### config.mk
export PLATFORM = sky130hd
export DESIGN_NAME = mem_access_unit
export DESIGN_NICKNAME = d
export VERILOG_FILES = /design/src/rtl/mem_access_unit.sv
export SDC_FILE = /design/constraint.sdc
export NUM_CORES = 1
export LEC_CHECK = 0
export ABC_AREA = 1
export CORE_UTILIZATION = 40
export CTS_BUF_LIST = sky130_fd_sc_hd__clkbuf_8
export CTS_CLUSTER_SIZE = 24
export DETAILED_ROUTE_END_ITERATION = 16
export PLACE_DENSITY = 0.8
export SLEW_MARGIN = 20
export SYNTH_ARGS = -nofsm -noshare
export SYNTH_HDL_FRONTEND = slang
export SYNTH_SLANG_ARGS = --single-unit
### constraint.sdc
create_clock -name clock -period 2.2 [get_ports clock]
set_clock_uncertainty 0.1 [all_clocks]
set_input_delay 0.33 -clock clock [delete_from_list [all_inputs] [get_ports clock]]
set_output_delay 0.33 -clock clock [all_outputs]
set_load 0.05 [all_outputs]
### src/rtl/mem_access_unit.sv
`default_nettype none
// +----------------------------------------------------------------------------+
// | mem_access_unit                                                            |
// | Load/store front end for a word-addressed data memory: alignment/range    |
// | checks, sign/zero-extended loads and read-modify-write sub-word stores.   |
// | Revision: 1.0                                                              |
// +----------------------------------------------------------------------------+
module mem_access_unit #(
  parameter int MEM_WORDS = 32
) (
  input  logic        clock,
  input  logic        reset,
  input  logic        req_valid,
  output logic        req_ready,
  input  logic        req_write,
  input  logic [1:0]  req_size,
  input  logic        req_signed,
  input  logic [31:0] req_addr,
  input  logic [31:0] req_wdata,
  output logic        resp_valid,
  output logic        resp_err,
  output logic [31:0] resp_rdata,
  output logic [31:0] mem_addr,
  output logic [31:0] mem_wdata,
  output logic        mem_write,
  output logic        mem_read,
  input  logic [31:0] mem_rdata
);

  typedef enum logic [1:0] {ST_IDLE, ST_RD, ST_WR, ST_RESP} state_t;

  localparam logic [31:0] c_addr_limit = 32'(MEM_WORDS * 4);

  state_t      r_state;
  logic        r_write;
  logic [1:0]  r_size;
  logic        r_signed;
  logic [31:0] r_addr;
  logic [31:0] r_wdata;
  logic [31:0] r_buf;
  logic        w_req_err;
  logic [31:0] w_merge;

  assign w_req_err = (req_size == 2'b11)
                   | ((req_size == 2'b01) & req_addr[0])
                   | ((req_size == 2'b10) & (req_addr[1:0] != 2'b00))
                   | (req_addr >= c_addr_limit);

  function automatic logic [31:0] extract(input logic [31:0] word, input logic [1:0] size,
                                          input logic sgn, input logic [1:0] lane);
    logic [31:0] sh;
    sh = word >> {lane, 3'b000};
    case (size)
      2'b00:   return sgn ? {{24{sh[7]}}, sh[7:0]} : {24'b0, sh[7:0]};
      2'b01:   return sgn ? {{16{sh[15]}}, sh[15:0]} : {16'b0, sh[15:0]};
      default: return word;
    endcase
  endfunction

  // Sub-word stores patch the word fetched in RD; word stores bypass the buffer.
  always_comb begin
    w_merge = r_buf;
    case (r_size)
      2'b00: begin
        case (r_addr[1:0])
          2'b00: w_merge[7:0]   = r_wdata[7:0];
          2'b01: w_merge[15:8]  = r_wdata[7:0];
          2'b10: w_merge[23:16] = r_wdata[7:0];
          default: w_merge[31:24] = r_wdata[7:0];
        endcase
      end
      2'b01: begin
        if (r_addr[1]) w_merge[31:16] = r_wdata[15:0];
        else           w_merge[15:0]  = r_wdata[15:0];
      end
      default: w_merge = r_wdata;
    endcase
  end

  assign req_ready = (r_state == ST_IDLE) & ~reset;
  assign mem_read  = (r_state == ST_RD) & ~reset;
  assign mem_write = (r_state == ST_WR) & ~reset;
  assign mem_addr  = ((r_state == ST_RD) || (r_state == ST_WR)) ? {r_addr[31:2], 2'b00} : 32'b0;
  assign mem_wdata = (r_state == ST_WR) ? w_merge : 32'b0;

  always_ff @(posedge clock) begin
    if (reset) begin
      r_state    <= ST_IDLE;
      r_write    <= 1'b0;
      r_size     <= 2'b00;
      r_signed   <= 1'b0;
      r_addr     <= 32'b0;
      r_wdata    <= 32'b0;
      r_buf      <= 32'b0;
      resp_valid <= 1'b0;
      resp_err   <= 1'b0;
      resp_rdata <= 32'b0;
    end else begin
      resp_valid <= 1'b0;
      resp_err   <= 1'b0;
      resp_rdata <= 32'b0;
      case (r_state)
        ST_IDLE: begin
          if (req_valid) begin
            r_write  <= req_write;
            r_size   <= req_size;
            r_signed <= req_signed;
            r_addr   <= req_addr;
            r_wdata  <= req_wdata;
            if (w_req_err) begin
              r_state    <= ST_RESP;
              resp_valid <= 1'b1;
              resp_err   <= 1'b1;
            end else if (!req_write) begin
              r_state <= ST_RD;
            end else if (req_size == 2'b10) begin
              r_state <= ST_WR;
            end else begin
              r_state <= ST_RD;
            end
          end
        end
        ST_RD: begin
          r_buf <= mem_rdata;
          if (r_write) begin
            r_state <= ST_WR;
          end else begin
            r_state    <= ST_RESP;
            resp_valid <= 1'b1;
            resp_rdata <= extract(mem_rdata, r_size, r_signed, r_addr[1:0]);
          end
        end
        ST_WR: begin
          r_state    <= ST_RESP;
          resp_valid <= 1'b1;
        end
        ST_RESP: r_state <= ST_IDLE;
        default: r_state <= ST_IDLE;
      endcase
    end
  end

endmodule
`default_nettype wire
# [Word level (Yosys, flattened, before mapping)]
# Index checks and enable logic that the tools add are counted.
[totals] ff_bits=136 input_bits=103 out_inout_bits=101 wordCells=64
[classes] magnitude_cmp=1 eq_ne=10 shift=1 n_mux=22 bitwise=11 reduce_logical=9
[ops] op="$mux W32" count=4
[ops] op="$pmux W32 S2" count=2
[ops] op="$ge A32 B8 Y1 const B" count=1
[ops] op="$mux W16" count=2
[ops] op="$mux W8" count=4
[ops] op="$shr A32 B5 Y16" count=1
[ops] op="$eq A2 B2 Y1 const B" count=5
[ops] op="$eq A2 B1 Y1 const B" count=4
[ops] op="$mux W2" count=4
[ops] op="$pmux W2 S4" count=1
[ops] op="$logic_not A2 Y1" count=3
[ops] op="$reduce_or A3 Y1" count=2
[ops] op="$and A1 B1 Y1" count=5
[ops] op="$mux W1" count=4
[ops] op="$not A1 Y1" count=3
[ops] op="$or A1 B1 Y1" count=3
[ops] op="$pmux W1 S3" count=1
[ops] op="$ne A2 B2 Y1 const B" count=1
[ops] op="$reduce_and A2 Y1" count=1
[ops] op="$reduce_bool A2 Y1" count=1
[ops] op="$reduce_or A2 Y1" count=1
[ops] op="$logic_or A1 B1 Y1" count=1

# [Longest topological paths before layout]
# Gate-level depths: netlist of run 1.
[logic_depth] word_depth=8 ltp_mapped=10 ltp_nobuf=9

# [Worst setup path before layout of run 1]
# Ideal clock, no wire load.
[synth_path] path_kind="reg2reg" start="reg r_state[1]" end="reg resp_rdata[18]" setup_time_ns=0.056 arrival_time_ns=2.235 t_required_ns=2.044 path_slack_ns=-0.191 stages_incl_launch_ff=11 path_buffers=2 period_less_slack_ns=2.391 path_cell_list="dfxtp_1 > inv_1 > ha_1 > buf_2 > inv_1 > nor2_1 > nand2_1 > inv_1 > buf_2 > nand2_1 > inv_1"
[synth_via] elab_chain_cells=3
[synth_lines] item="start, declared" line="34" rtl="state_t r_state;"
[synth_lines] item="start signal, assigned" line="88" rtl="r_state <= ST_IDLE;"
[synth_lines] item="start signal, assigned" line="111" rtl="r_state <= ST_RESP;"
[synth_lines] item="start signal, assigned" line="115" rtl="r_state <= ST_RD;"
[synth_lines] item="$eq A2 B1 Y1" line="102" rtl="case (r_state)"
[synth_lines] item="$not A1 Y1 (no line)"
[synth_lines] item="$reduce_or A3 Y1 (no line)"
[synth_lines] item="end signal, assigned" line="130" rtl="resp_rdata <= extract(mem_rdata, r_size, r_signed, r_addr[1:0]);"
[synth_lines] item="end, declared" line="22" rtl="output logic [31:0] resp_rdata,"
# Every way passes these cells.
# A chain may end at the register's enable or synchronous reset.

# [Worst setup path in the final report of run 1]
[layout_path] start="reg r_size[1]" end="out mem_wdata[22]"
[layout_via] elab_chain_cells=3 elab_cells_between_ends=4 classes_between="eq/ne: 1; mux: 2; reduce/logical: 1"
[layout_lines] item="start, declared" line="36" rtl="logic [1:0] r_size;"
[layout_lines] item="start signal, assigned" line="106" rtl="r_size <= req_size;"
[layout_lines] item="$eq A2 B1 Y1 / $logic_not A2 Y1 (equally long branches)" line="63" rtl="case (r_size)"
[layout_lines] item="$pmux W32 S2 *" line="63"
[layout_lines] item="$mux W32 *" line="84" rtl="assign mem_wdata = (r_state == ST_WR) ? w_merge : 32'b0;"
[layout_lines] item="end, declared" line="24" rtl="output logic [31:0] mem_wdata,"
# Mark *: on every way between the ends. The rest lies on a longest branch, timed or not.

==> flow_summary.json, run 1 <==
{
  "boundaryPins": 204,
  "finalWeightedCongestion": 0.932,
  "p_switching_mw": 4.35,
  "grt_usage_pct": 27.5,
  "final_hold_viol_count": 0,
  "synth_edf_count": 0,
  "synth.most_common_cell": "nand2_1",
  "outcome": "finished, violations left",
  "worst_slew_pin_slew_ns": 0.517,
  "yosys.area.top_type_share_pct": 42.0,
  "max-cap-violations": 0,
  "layout-drive-gt1-share_pct": 16.8,
  "dieWidth_um": 129,
  "setup_slack_ns": -0.192,
  "synth_ff_type": "dfxtp_1",
  "clockPowerShare_pct": 18.0,
  "synthArstFlopShare_pct": 0,
  "grt_pass1_wl_um": 35300,
  "cp-end-kind": "output pin",
  "yosysSeqAreaShare_pct": 42.0,
  "nets": 1292,
  "required_ns": 1.77,
  "vias_per_cell": 5.18,
  "n_fill_cell": 1299,
  "ys_seq_elements": 136,
  "holdBufCountCts": 0,
  "cp-startpoint": "r_size[1]$_SDFFE_PP0P_",
  "criticalPathCategory": "reg2out",
  "avgSynthCellArea_um2": 6.62,
  "rr_startpoint": "r_addr[1]$_SDFFE_PP0P_",
  "synth_top_area_cell": "dfxtp_1",
  "hold_ws_ns": 0.325,
  "synthToLayoutAreaGrowth_pct": 56.2,
  "htree_num_levels": 4,
  "min_from": "req_addr[29]",
  "initial_core_util_pct": 41.0,
  "dr.pass1.iters": 5,
  "wl_um": 22300,
  "cts_tree": "done",
  "p_sw_share_pct": 42.3,
  "slew_viol_final": 0,
  "grt_pass1_vias": 6936,
  "drc": 0,
  "intPower_mw": 5.93,
  "pwr-share-seq_pct": 32.2,
  "start_kind": "register",
  "p_leak_nw": 4.50,
  "grt_antenna_before_repair": 0,
  "ys_warn_count": 0,
  "grt-ovfl-total": 0,
  "min-delay-path-class": "in2reg",
  "row_count": 46,
  "dieArea_um2": 16700,
  "cts.sinks": 136,
  "setup_viol": 29,
  "post-place-ws_ns": 0.173,
  "cts-root-buf": "clkbuf_8",
  "io_buffers": 201,
  "ant_nets": 0,
  "slew_headroom_pct": 65.4,
  "finalCritPeriodShare_pct": 109,
  "fin_area_um2": 10100,
  "die-height_um": 129,
  "synthesis.area_um2": 6480,
  "rsz0062_at_grt": "yes",
  "ys_types": 27,
  "wire_per_inst_um": 15.8,
  "setup_tns_ns": -3.22,
  "max_freq_mhz": 418,
  "fin_crit_ns": 2.39,
  "power_mw": 10.3,
  "clk_latency_ns": 0.46,
  "worstPathArrival_ns": 1.96,
  "coreArea_um2": 15800,
  "crit_fanout": 6,
  "dp.final_hpwl_um": 16100,
  "drt_iter0_markers": 644,
  "combPwrFrac_pct": 49.8,
  "placedInstanceArea_um2": 9350,
  "cts_inserted_buffers": 17,
  "clk_pin_slew_ns": 0.08,
  "diodes": 0,
  "violations": "negative setup slack",
  "synthTopCellsByArea": "dfxtp_1 42%, o21ai_0 12%, nand2_1 10%",
  "syn_inst": 980,
  "peakVddDrop_v": 0.000707,
  "synth_top_cells_by_count": "176 x nand2_1, 152 x nor2_1, 151 x o21ai_0",
  "vias": 7309,
  "grt_max_degree": 71,
  "cts_buffer_depth": 2,
  "p_per_area_nw_per_um2": 1020
}
==> cell families (layout without fill, tap and decap cells) <==
group | count (synthesis) | count (layout) | share of synthesized area (%)
AO/OA/AOI/OAI | 290 | 290 | 24.1
adder cells (fa/ha/maj) | 4 | 4 | 0.772
buffers and inverters | 188 | 403 | 11.3
flip-flops | 136 | 136 | 42.0
other | 1 | 2 | 0.0578
AND/OR/NAND/NOR | 361 | 361 | 21.8
==> sequential cells by signal, indices dropped and copies added (netlist names), 2 cells and up <==
name and cells:
r_addr 32, r_buf 32, r_size 2, r_state 2, r_wdata 32, resp_rdata 32
==> worst max-delay path, cell delays in order (launching register included) <==
cell and delay, ns:
dfxtp_2 0.34, buf_6 0.13, nor2_4 0.16, clkinvlp_4 0.21, a21oi_2 0.15, o21ai_1 0.08, a31oi_1 0.16, buf_4 0.15
buf_12 0.12
==> power groups by stage <==
stage / combinational (mW) / sequential [mW] / clock (mW)
after floorplan: 2.57 / 3.36 / 0
after global placement: 4.52 / 3.29 / 0
after detailed placement: 4.57 / 3.31 / 0
after CTS: 4.91 / 3.28 / 1.87
after global routing: 5.49 / 3.35 / 1.98
final: 5.12 / 3.31 / 1.85
==> final cells by class <==
cell class / count / area (um2) / share of cell area, %
Sequential cell: 136 / 2740 / 27.0
Inverter: 127 / 484 / 4.78
Multi-Input combinational cell: 657 / 3260 / 32.2
Timing Repair inverter: 1 / 7.51 / 0.0741
Clock buffer: 19 / 262 / 2.58
Tap cell: 216 / 270 / 2.67
Clock inverter: 11 / 86.3 / 0.853
Timing Repair Buffer: 245 / 3020 / 29.9
==> per-layer routing <==
layer  wire [um]  global-route usage [%]
met2       10300                    44.8
met5           0                       0
met4         637                    10.9
met3        2260                    9.25
met1        9100                    33.5
==> per-stage QoR <==
step | util [%] | cells
after CTS | 63.2 | 1407
final | 64.0 | 1412
after global placement | 59.1 | 1372
after floorplan | - | 981
after detailed placement | 59.1 | 1372
after global routing | 64.0 | 1412
==> worst paths after layout <==
| path | to | slack, ns | depth (start not counted) |
|---|---|---|---|
| max reg2reg | resp_rdata[21]$_SDFF_PP0_ | 0.32 | 9 |
| min reg2reg | r_wdata[27]$_SDFFE_PP0P_ | 0.38 | 2 |
| max | mem_wdata[22] | -0.19 | 8 |
| min | r_addr[29]$_SDFFE_PP0P_ | 0.32 | 3 |
==> placed cells by master, fill, tap and decap left out, types with 8 or more instances in the layout <==
cell type        Yosys  routed
nor2_1             152     145
nand2_1            176     170
a31oi_1             19       9
a21oi_1             86      79
dfxtp_1            136     130
clkbuf_8             0      19
buf_6                0      13
o21ai_0            151     143
inv_2                6      12
buf_12               0      56
nand3_1             23      23
buf_4                5      35
a31oi_2              0       8
inv_1              118     114
clkdlybuf4s50_1      0     136
o211ai_1            17      17
==> repair_timing <==
item / CTS / global route
resized for setup: 59 / 24
endpoints found under the setup margin: 51 / 37
buffers inserted: 2 / 4
pin swaps: 6 / 8
gates cloned: 3 / 1
Power figures use the tool's default switching activity.
==> run 2: changes to the inputs <==
--- a/config.mk
+++ b/config.mk
@@ -13,3 +13,3 @@
 export PLACE_DENSITY = 0.8
-export SLEW_MARGIN = 20
+export SLEW_MARGIN = 0
 export SYNTH_ARGS = -nofsm -noshare
--- a/constraint.sdc
+++ b/constraint.sdc
@@ -4,2 +4,2 @@
 set_output_delay 0.33 -clock clock [all_outputs]
-set_load 0.05 [all_outputs]
+set_load 0.1 [all_outputs]
==> run 2 against run 1 <==
The flow still finishes with violations (negative setup slack). Sequential power is 2% higher. Non-clock buffer count is 8 higher. Register-to-register slack better by 0.08 ns. Worst hold slack better by 0.018 ns. Critical endpoint is now mem_wdata[2]. Largest cell class unchanged.
==> flow_summary.json, run 2 (same netlist as run 1, synthesis figures left out) <==
{
  "clockPowerShare_pct": 16.1,
  "slew_viol_final": 0,
  "max-cap-violations": 0,
  "grtUsageMet2_pct": 48.3,
  "fin_crit_ns": 2.34,
  "cp-startpoint": "r_size[1]$_SDFFE_PP0P_",
  "criticalPathCategory": "reg2out",
  "rsz0062_at_grt": "yes",
  "use_met1_pct": 32.8,
  "min_from": "req_addr[26]",
  "worstPathArrival_ns": 1.91,
  "clk_latency_ns": 0.44,
  "crit_fanout": 5,
  "drc": 0,
  "hold_end": "r_addr[26]$_SDFFE_PP0P_",
  "synthToLayoutAreaGrowth_pct": 64.0,
  "pwr-share-seq_pct": 28.5,
  "vias_per_cell": 5.29,
  "setup_slack_ns": -0.145,
  "row_count": 46,
  "top_usage_layer": "met2",
  "p_leak_nw": 4.56,
  "boundaryPins": 204,
  "start_kind": "register",
  "cts-root-buf": "clkbuf_8",
  "required_ns": 1.77,
  "cts.sinks": 136,
  "clk_pin_slew_ns": 0.07,
  "dieWidth_um": 129,
  "diodes": 0,
  "intPower_mw": 6.22,
  "cts_buffer_depth": 2,
  "final_hold_viol_count": 0,
  "p_sw_share_pct": 47.5,
  "finalCritPeriodShare_pct": 107,
  "dp.cells": 1372,
  "layout-drive-gt1-share_pct": 24.6,
  "nets": 1300,
  "rr_startpoint": "r_addr[1]$_SDFFE_PP0P_",
  "setup_viol": 32,
  "dieArea_um2": 16700,
  "p_per_area_nw_per_um2": 1110,
  "ant_nets": 0,
  "coreArea_um2": 15800,
  "grt_pass1_wl_um": 36400,
  "violations": "negative setup slack",
  "grt_pass1_vias": 7072,
  "vias": 7502,
  "htree_num_levels": 4,
  "cts_tree": "done",
  "fin_area_um2": 10600,
  "grt-ovfl-total": 0,
  "hold_depth": 3,
  "grt_util_met3_pct": 9.95,
  "die-height_um": 129,
  "reg2reg_depth": 8,
  "final_common_cell": "nand2_1",
  "post-place-ws_ns": 0.180,
  "instances_no_fill": 1419,
  "cts_inserted_buffers": 17,
  "dp.final_hpwl_um": 16800,
  "p_switching_mw": 5.62,
  "cp-end-kind": "output pin",
  "initial_core_util_pct": 41.0,
  "n_fill_cell": 1226,
  "regToRegEndpoint": "resp_rdata[17]$_SDFF_PP0_",
  "grt_max_degree": 58,
  "layout_common_cells": "161 x nand2_1, 141 x nor2_1, 130 x dfxtp_1",
  "io_buffers": 201,
  "combPwrFrac_pct": 55.4,
  "peakVddDrop_v": 0.000677,
  "max_freq_mhz": 427,
  "setup_tns_ns": -1.81,
  "dr.pass1.iters": 5,
  "min-delay-path-class": "in2reg",
  "grt_usage_pct": 28.4,
  "wl_um": 23700,
  "outcome": "finished, violations left",
  "placedInstanceArea_um2": 9760,
  "power_mw": 11.8,
  "grt_antenna_before_repair": 0,
  "wire_per_inst_um": 16.7,
  "drt_iter0_markers": 551,
  "finalWeightedCongestion": 0.958,
  "rrSetupSlack_ns": 0.40
}
run 2: cell count changes in the layout (fill, tap and decap cells not counted), moves of 9 or more:
cell             before  now
buf_12               56   71
inv_2                12   29
o21ai_0             143  122
inv_1               114   87
clkdlybuf4s50_1     136  102
o21ai_1               7   24
nand2_1             170  161
a31oi_4               2   14
buf_4                35   63
run 2: worst max-delay path by stage:
stage / slack (ns) / depth (start not counted) / to
floorplan: -0.27 / 6 / mem_wdata[12]
global placement: 0.20 / 9 / mem_wdata[15]
detailed placement: 0.18 / 9 / mem_wdata[15]
CTS: -0.09 / 8 / mem_wdata[15]
global route: -0.20 / 8 / mem_wdata[15]
finish: -0.14 / 8 / mem_wdata[2]
run 2: final cells by class:
| cell class | instances | area, um2 | share of cell area [%] |
|---|---|---|---|
| Inverter | 127 | 526 | 4.94 |
| Multi-Input combinational cell | 658 | 3590 | 33.8 |
| Sequential cell | 136 | 2750 | 25.8 |
| Tap cell | 216 | 270 | 2.54 |
| Clock inverter | 12 | 114 | 1.07 |
| Timing Repair Buffer | 253 | 3150 | 29.7 |
| Clock buffer | 17 | 234 | 2.20 |
run 2: layer usage:
metal,up-vias,share of wire [%]
met5,-,0
met3,55,11
li1,3603,-
met2,404,48
met1,3440,39
met4,0,2.5
run 2: stage by stage:
stage	hold WS, ns	util [%]
after floorplan	0.348	-
after global placement	0.362	61.6
after detailed placement	0.372	61.6
after CTS	0.328	66.0
after global routing	0.345	67.2
final	0.343	67.2
run 2: power groups by stage:
stage | Sequential [mW] | Clock, mW | Combinational [mW]
floorplan | 3.54 | 0 | 3.56
global placement | 3.31 | 0 | 5.77
detailed placement | 3.33 | 0 | 5.84
CTS | 3.32 | 1.92 | 6.23
global route | 3.41 | 2.02 | 6.91
finish | 3.38 | 1.91 | 6.56
run 2: what timing repair did:
action | in CTS | in global routing
pin swaps | 13 | 19
hold buffers | 0 | 0
gates resized for setup | 81 | 70
buffers inserted | 11 | 2
cloned | 3 | 2
setup endpoints to repair | 62 | 39
run 2: critical path, stage by stage, from the launching register on:
cell	delay (ns)
dfxtp_4	0.40
inv_4	0.06
nand2_8	0.09
nor2_4	0.06
buf_6	0.12
a21oi_4	0.23
nand2_2	0.12
a21oi_4	0.19
buf_12	0.19
==> run 3: changes to the inputs <==
SETUP_SLACK_MARGIN = 0.02   (was not set)
==> run 3 against run 2 <==
The run still ends with negative setup slack left. Clock power increased by 10%. Die area unchanged. Worst setup slack improved by 0.017 ns. Critical path type unchanged.
==> flow_summary.json, run 3 (same netlist as run 1, synthesis figures left out) <==
{
  "holdBufCountCts": 0,
  "p_per_area_nw_per_um2": 1110,
  "clk_latency_ns": 0.45,
  "rsz0062_at_grt": "yes",
  "start_kind": "register",
  "grt_antenna_before_repair": 0,
  "p_leak_nw": 4.56,
  "cts_inserted_buffers": 17,
  "dieArea_um2": 16700,
  "cts.sinks": 136,
  "setup_viol": 30,
  "clk_pin_slew_ns": 0.08,
  "dieWidth_um": 129,
  "grt_pass1_wl_um": 34800,
  "layout_common_cells": "161 x nand2_1, 141 x nor2_1, 130 x dfxtp_1",
  "drc": 0,
  "grt_pass1_vias": 6876,
  "boundaryPins": 204,
  "hold_depth": 3,
  "finalCritPeriodShare_pct": 106,
  "finalWeightedCongestion": 0.930,
  "fin_crit_ns": 2.33,
  "die-height_um": 129,
  "post-route-util_pct": 67.4,
  "synthToLayoutAreaGrowth_pct": 64.5,
  "vias": 7432,
  "reg2reg_depth": 9,
  "final_hold_viol_count": 0,
  "wl_um": 23000,
  "vias_per_cell": 5.24,
  "dp.cells": 1370,
  "max_freq_mhz": 430,
  "n_fill_cell": 1244,
  "setup_slack_ns": -0.128,
  "final_common_cell": "nand2_1",
  "coreArea_um2": 15800,
  "min-delay-path-class": "in2reg",
  "outcome": "finished, violations left",
  "setup_tns_ns": -1.98,
  "htree_num_levels": 4,
  "instances_no_fill": 1419,
  "slew_viol_final": 0,
  "max-cap-violations": 0,
  "grt-ovfl-total": 0,
  "wire_per_inst_um": 16.2,
  "drt_iter0_markers": 570,
  "initial_core_util_pct": 41.0,
  "cts_buffer_depth": 2,
  "row_count": 46,
  "worstPathArrival_ns": 1.90,
  "grt_usage_pct": 27.1,
  "cts_tree": "done",
  "power_mw": 11.9,
  "nets": 1297,
  "peakVddDrop_v": 0.000836,
  "crit_fanout": 6,
  "cts-root-buf": "clkbuf_8",
  "cp-end-kind": "output pin",
  "io_buffers": 201,
  "layout-drive-gt1-share_pct": 24.6,
  "dp.final_hpwl_um": 16500,
  "dr.pass1.iters": 6,
  "diodes": 0,
  "grt_max_degree": 55,
  "violations": "negative setup slack",
  "required_ns": 1.77,
  "criticalPathCategory": "reg2out",
  "ant_nets": 0
}
==> run 3: cell count changes in the layout (fill, tap and decap cells not counted), sizes merged <==
cell,before,now
clkbuf,19,20
buf,149,146
clkinv,8,6
inv,124,123
clkinvlp,5,9
bufinv,2,3
==> run 3: timing repair <==
item | in CTS | in global routing
gates cloned | 3 | 3
setup buffers | 5 | 6
resized for setup | 94 | 55
pin swaps | 16 | 20
setup endpoints to repair | 55 | 62
hold endpoints to repair | 0 | 0
==> run 3: metrics by stage <==
step | area, um2 | hold WS [ns] | setup WS [ns]
detailed placement | 9720 | 0.371 | 0.181
global route | 10700 | 0.332 | -0.205
CTS | 10400 | 0.325 | -0.0948
global placement | 9720 | 0.364 | 0.214
finish | 10700 | 0.346 | -0.128
floorplan | 6850 | 0.348 | -0.209
==> run 3: final cells by class <==
| type | count | area (um2) | share of cell area (%) |
|---|---|---|---|
| inverter | 127 | 522 | 4.89 |
| timing repair buffer | 250 | 3120 | 29.3 |
| multi-input combinational | 658 | 3610 | 33.8 |
| tap | 216 | 270 | 2.53 |
| sequential | 136 | 2740 | 25.7 |
| clock buffer | 18 | 248 | 2.32 |
| clock inverter | 14 | 158 | 1.48 |
==> run 3: where the power goes <==
part,switching (mW),internal (mW),total [mW]
sequential,0.409,2.96,3.37
clock,0.975,1.14,2.11
combinational,4.19,2.22,6.41
==> run 3: worst paths after layout <==
check / startpoint / end / slack, ns
setup reg to reg: r_addr[1]$_SDFFE_PP0P_ / resp_rdata[29]$_SDFF_PP0_ / 0.27
hold / removal: req_addr[12] / r_addr[12]$_SDFFE_PP0P_ / 0.35
hold reg to reg: r_addr[23]$_SDFFE_PP0P_ / r_addr[23]$_SDFFE_PP0P_ / 0.39
setup / recovery: r_size[1]$_SDFFE_PP0P_ / mem_wdata[1] / -0.13
==> run 3: routing by layer <==
metal | global-route usage (%) | part of all wire (%)
met3 | 8.38 | 9.7
met2 | 45.2 | 47
met1 | 32.4 | 40
met5 | 0 | 0
met4 | 10.8 | 2.9
==> run 3: critical path, cell delays in order, from the launching register on <==
cell	delay, ns
dfxtp_4	0.38
inv_4	0.09
nand2_8	0.07
nor2_4	0.11
buf_6	0.14
a21oi_2	0.06
inv_2	0.13
nand2_2	0.09
a21oi_4	0.18
buf_12	0.19
==> RTL edit (settings of run 3) <==
Reset style: asynchronous (`reset`), changed in one clocked block.
--- a/src/rtl/mem_access_unit.sv
+++ b/src/rtl/mem_access_unit.sv
@@ -84,5 +84,5 @@
   assign mem_wdata = (r_state == ST_WR) ? w_merge : 32'b0;
 
-  always_ff @(posedge clock) begin
+  always_ff @(posedge clock or posedge reset) begin
     if (reset) begin
       r_state    <= ST_IDLE;
Formal check against the unedited RTL: differs if reset is asserted again (counterexample within 4 cycles, from zero or initial values and one cycle with reset high); with reset held inactive, the same outputs for 10 cycles.
==> RTL edit against run 3 <==
The flow still finishes with violations (setup timing). Die area up 9.4%. Sequential cell count is the same. Wire length up 11%. Register-to-register slack got worse by 0.06 ns. Synthesized cell count is 2.1% lower. First-iteration DRC count rose by 16%. Count of clock-buffer cells in the layout up 1. Setup slack got worse by 0.15 ns. Via count grew 1.3%. Global-route usage shrank 0.16 points. Design area up 11%. Synthesized area up 9.6%. Critical endpoint is now mem_wdata[26].
Power is left out: the tool's default activity adds up to more than one toggle a clock period on the data nets, which glitch-free logic cannot reach.
==> RTL edit: results (changes against run 3) <==
| Metric | Value |
|---|---|
| Yosys top cell by area | dfrtp_1 |
| Total of fill cells in the finished design | 1,260 (+1.3%) |
| Postcts setup bufs | 21 (+16) |
| Critical Path Sink | mem_wdata[26] |
| Path depth of the worst reg2reg path | 11 (+2) |
| Hpwl dp | 16,700 um (+1.4%) |
| Failing checks | setup timing |
| Top post-synthesis cells by area | dfrtp_1 (48%), nand2_1 (19%), inv_1 (6.4%) |
| Detailed Route Iter0 Violations | 659 (+16%) |
| Multi-input gate area | 3700 um2 (+2.6%) |
| Clock buffers | 19 (+1) |
| GRT Util Overall | 0.269 (-0.00160) |
| R2r endpoint | resp_rdata[16] |
| Detailed Routing Iterations Pass 1 | 5 (-1) |
| DRT Wirelength | 25,500 um (+11%) |
| Placer Congestion | 0.921 (-1.0%) |
| Endpoints failing setup | 32 (+6.7%) |
| Origin of the worst setup path | r_addr[1] |
| HP Class | primary input to asynchronous set/reset pin |
| Final worst setup slack | -0.274 ns (-0.146 ns) |
| Async set-reset flop share out of synthesis | 1.00 (+1.00) |
| Final nets | 1,301 (+0.31%) |
| Top delay family on crit path | flip-flops |
| Initial antenna violation count | 0 (unchanged) |
| Metal1 wirelength | 9750 um (+6.3%) |
| WL met3 | 2220 um (-0.63%) |
| Met2 WL | 12,500 um (+14%) |
| R2R setup slack | 0.21 ns (-0.06 ns) |
| Netlist cell types | 31 (+15%) |
| Vias in the first global route | 7,210 (+4.9%) |
| Crit-path max FO | 8 (+2) |
| Post-synth top cells | nand2_1 (364), dfrtp_1 (136), inv_1 (122) |
| Sequential fraction of the synthesis area | 0.479 (+0.0590) |
| Largest net degree at the start of global routing | 78 (+42%) |
| First-pass GRT wire length | 37,400 um (+7.6%) |
| Status | finished, violations left |
| Worst path slowest cell | dfrtp_2 |
| Sequential cell count | 136 (unchanged) |
| GR met2 Demand/Resource | 0.433 (-0.0186) |
| Inverter count | 139 (+9.4%) |
| Met3 Use GR | 0.0681 (-0.0157) |
| Data buffer area share | 0.281 (-0.0119) |
| CTS resizes | 73 (-22%) |
| Clock network area share | 0.0370 (-0.000966) |
| Non-clock buffer count | 262 (+4.8%) |
| Critical path data arrival time | 2.04 ns (+0.14 ns) |
| Global Route met1 Usage | 0.330 (+0.00596) |
==> RTL edit: kinds of logic (layout without fill, tap and decap cells) <==
| kind of cell | after synthesis | count (layout) | share of synthesized area |
|---|---|---|---|
| compound gates | 191 | 191 | 0.156 |
| flops | 136 | 136 | 0.479 |
| buf+inv | 190 | 432 | 0.110 |
| fa+ha+maj | 4 | 4 | 0.00704 |
| other cells | 1 | 2 | 0.000528 |
| simple gates | 437 | 441 | 0.248 |
==> RTL edit: through the flow <==
stage / TNS [ns] / std cells / setup slack (ns) / area (um2) / hold WS [ns]
6_report: -6.43 / 1431 / -0.274 / 11800 / 0.316
5_1_grt: -9.26 / 1431 / -0.324 / 11800 / 0.307
4_1_cts: -6.83 / 1420 / -0.266 / 11300 / 0.265
3_5_place_dp: 0 / 1362 / 0.0850 / 10300 / 0.361
3_3_place_gp: 0 / 1362 / 0.0999 / 10300 / 0.362
2_1_floorplan: -0.0750 / 960 / -0.0250 / 7440 / 0.337
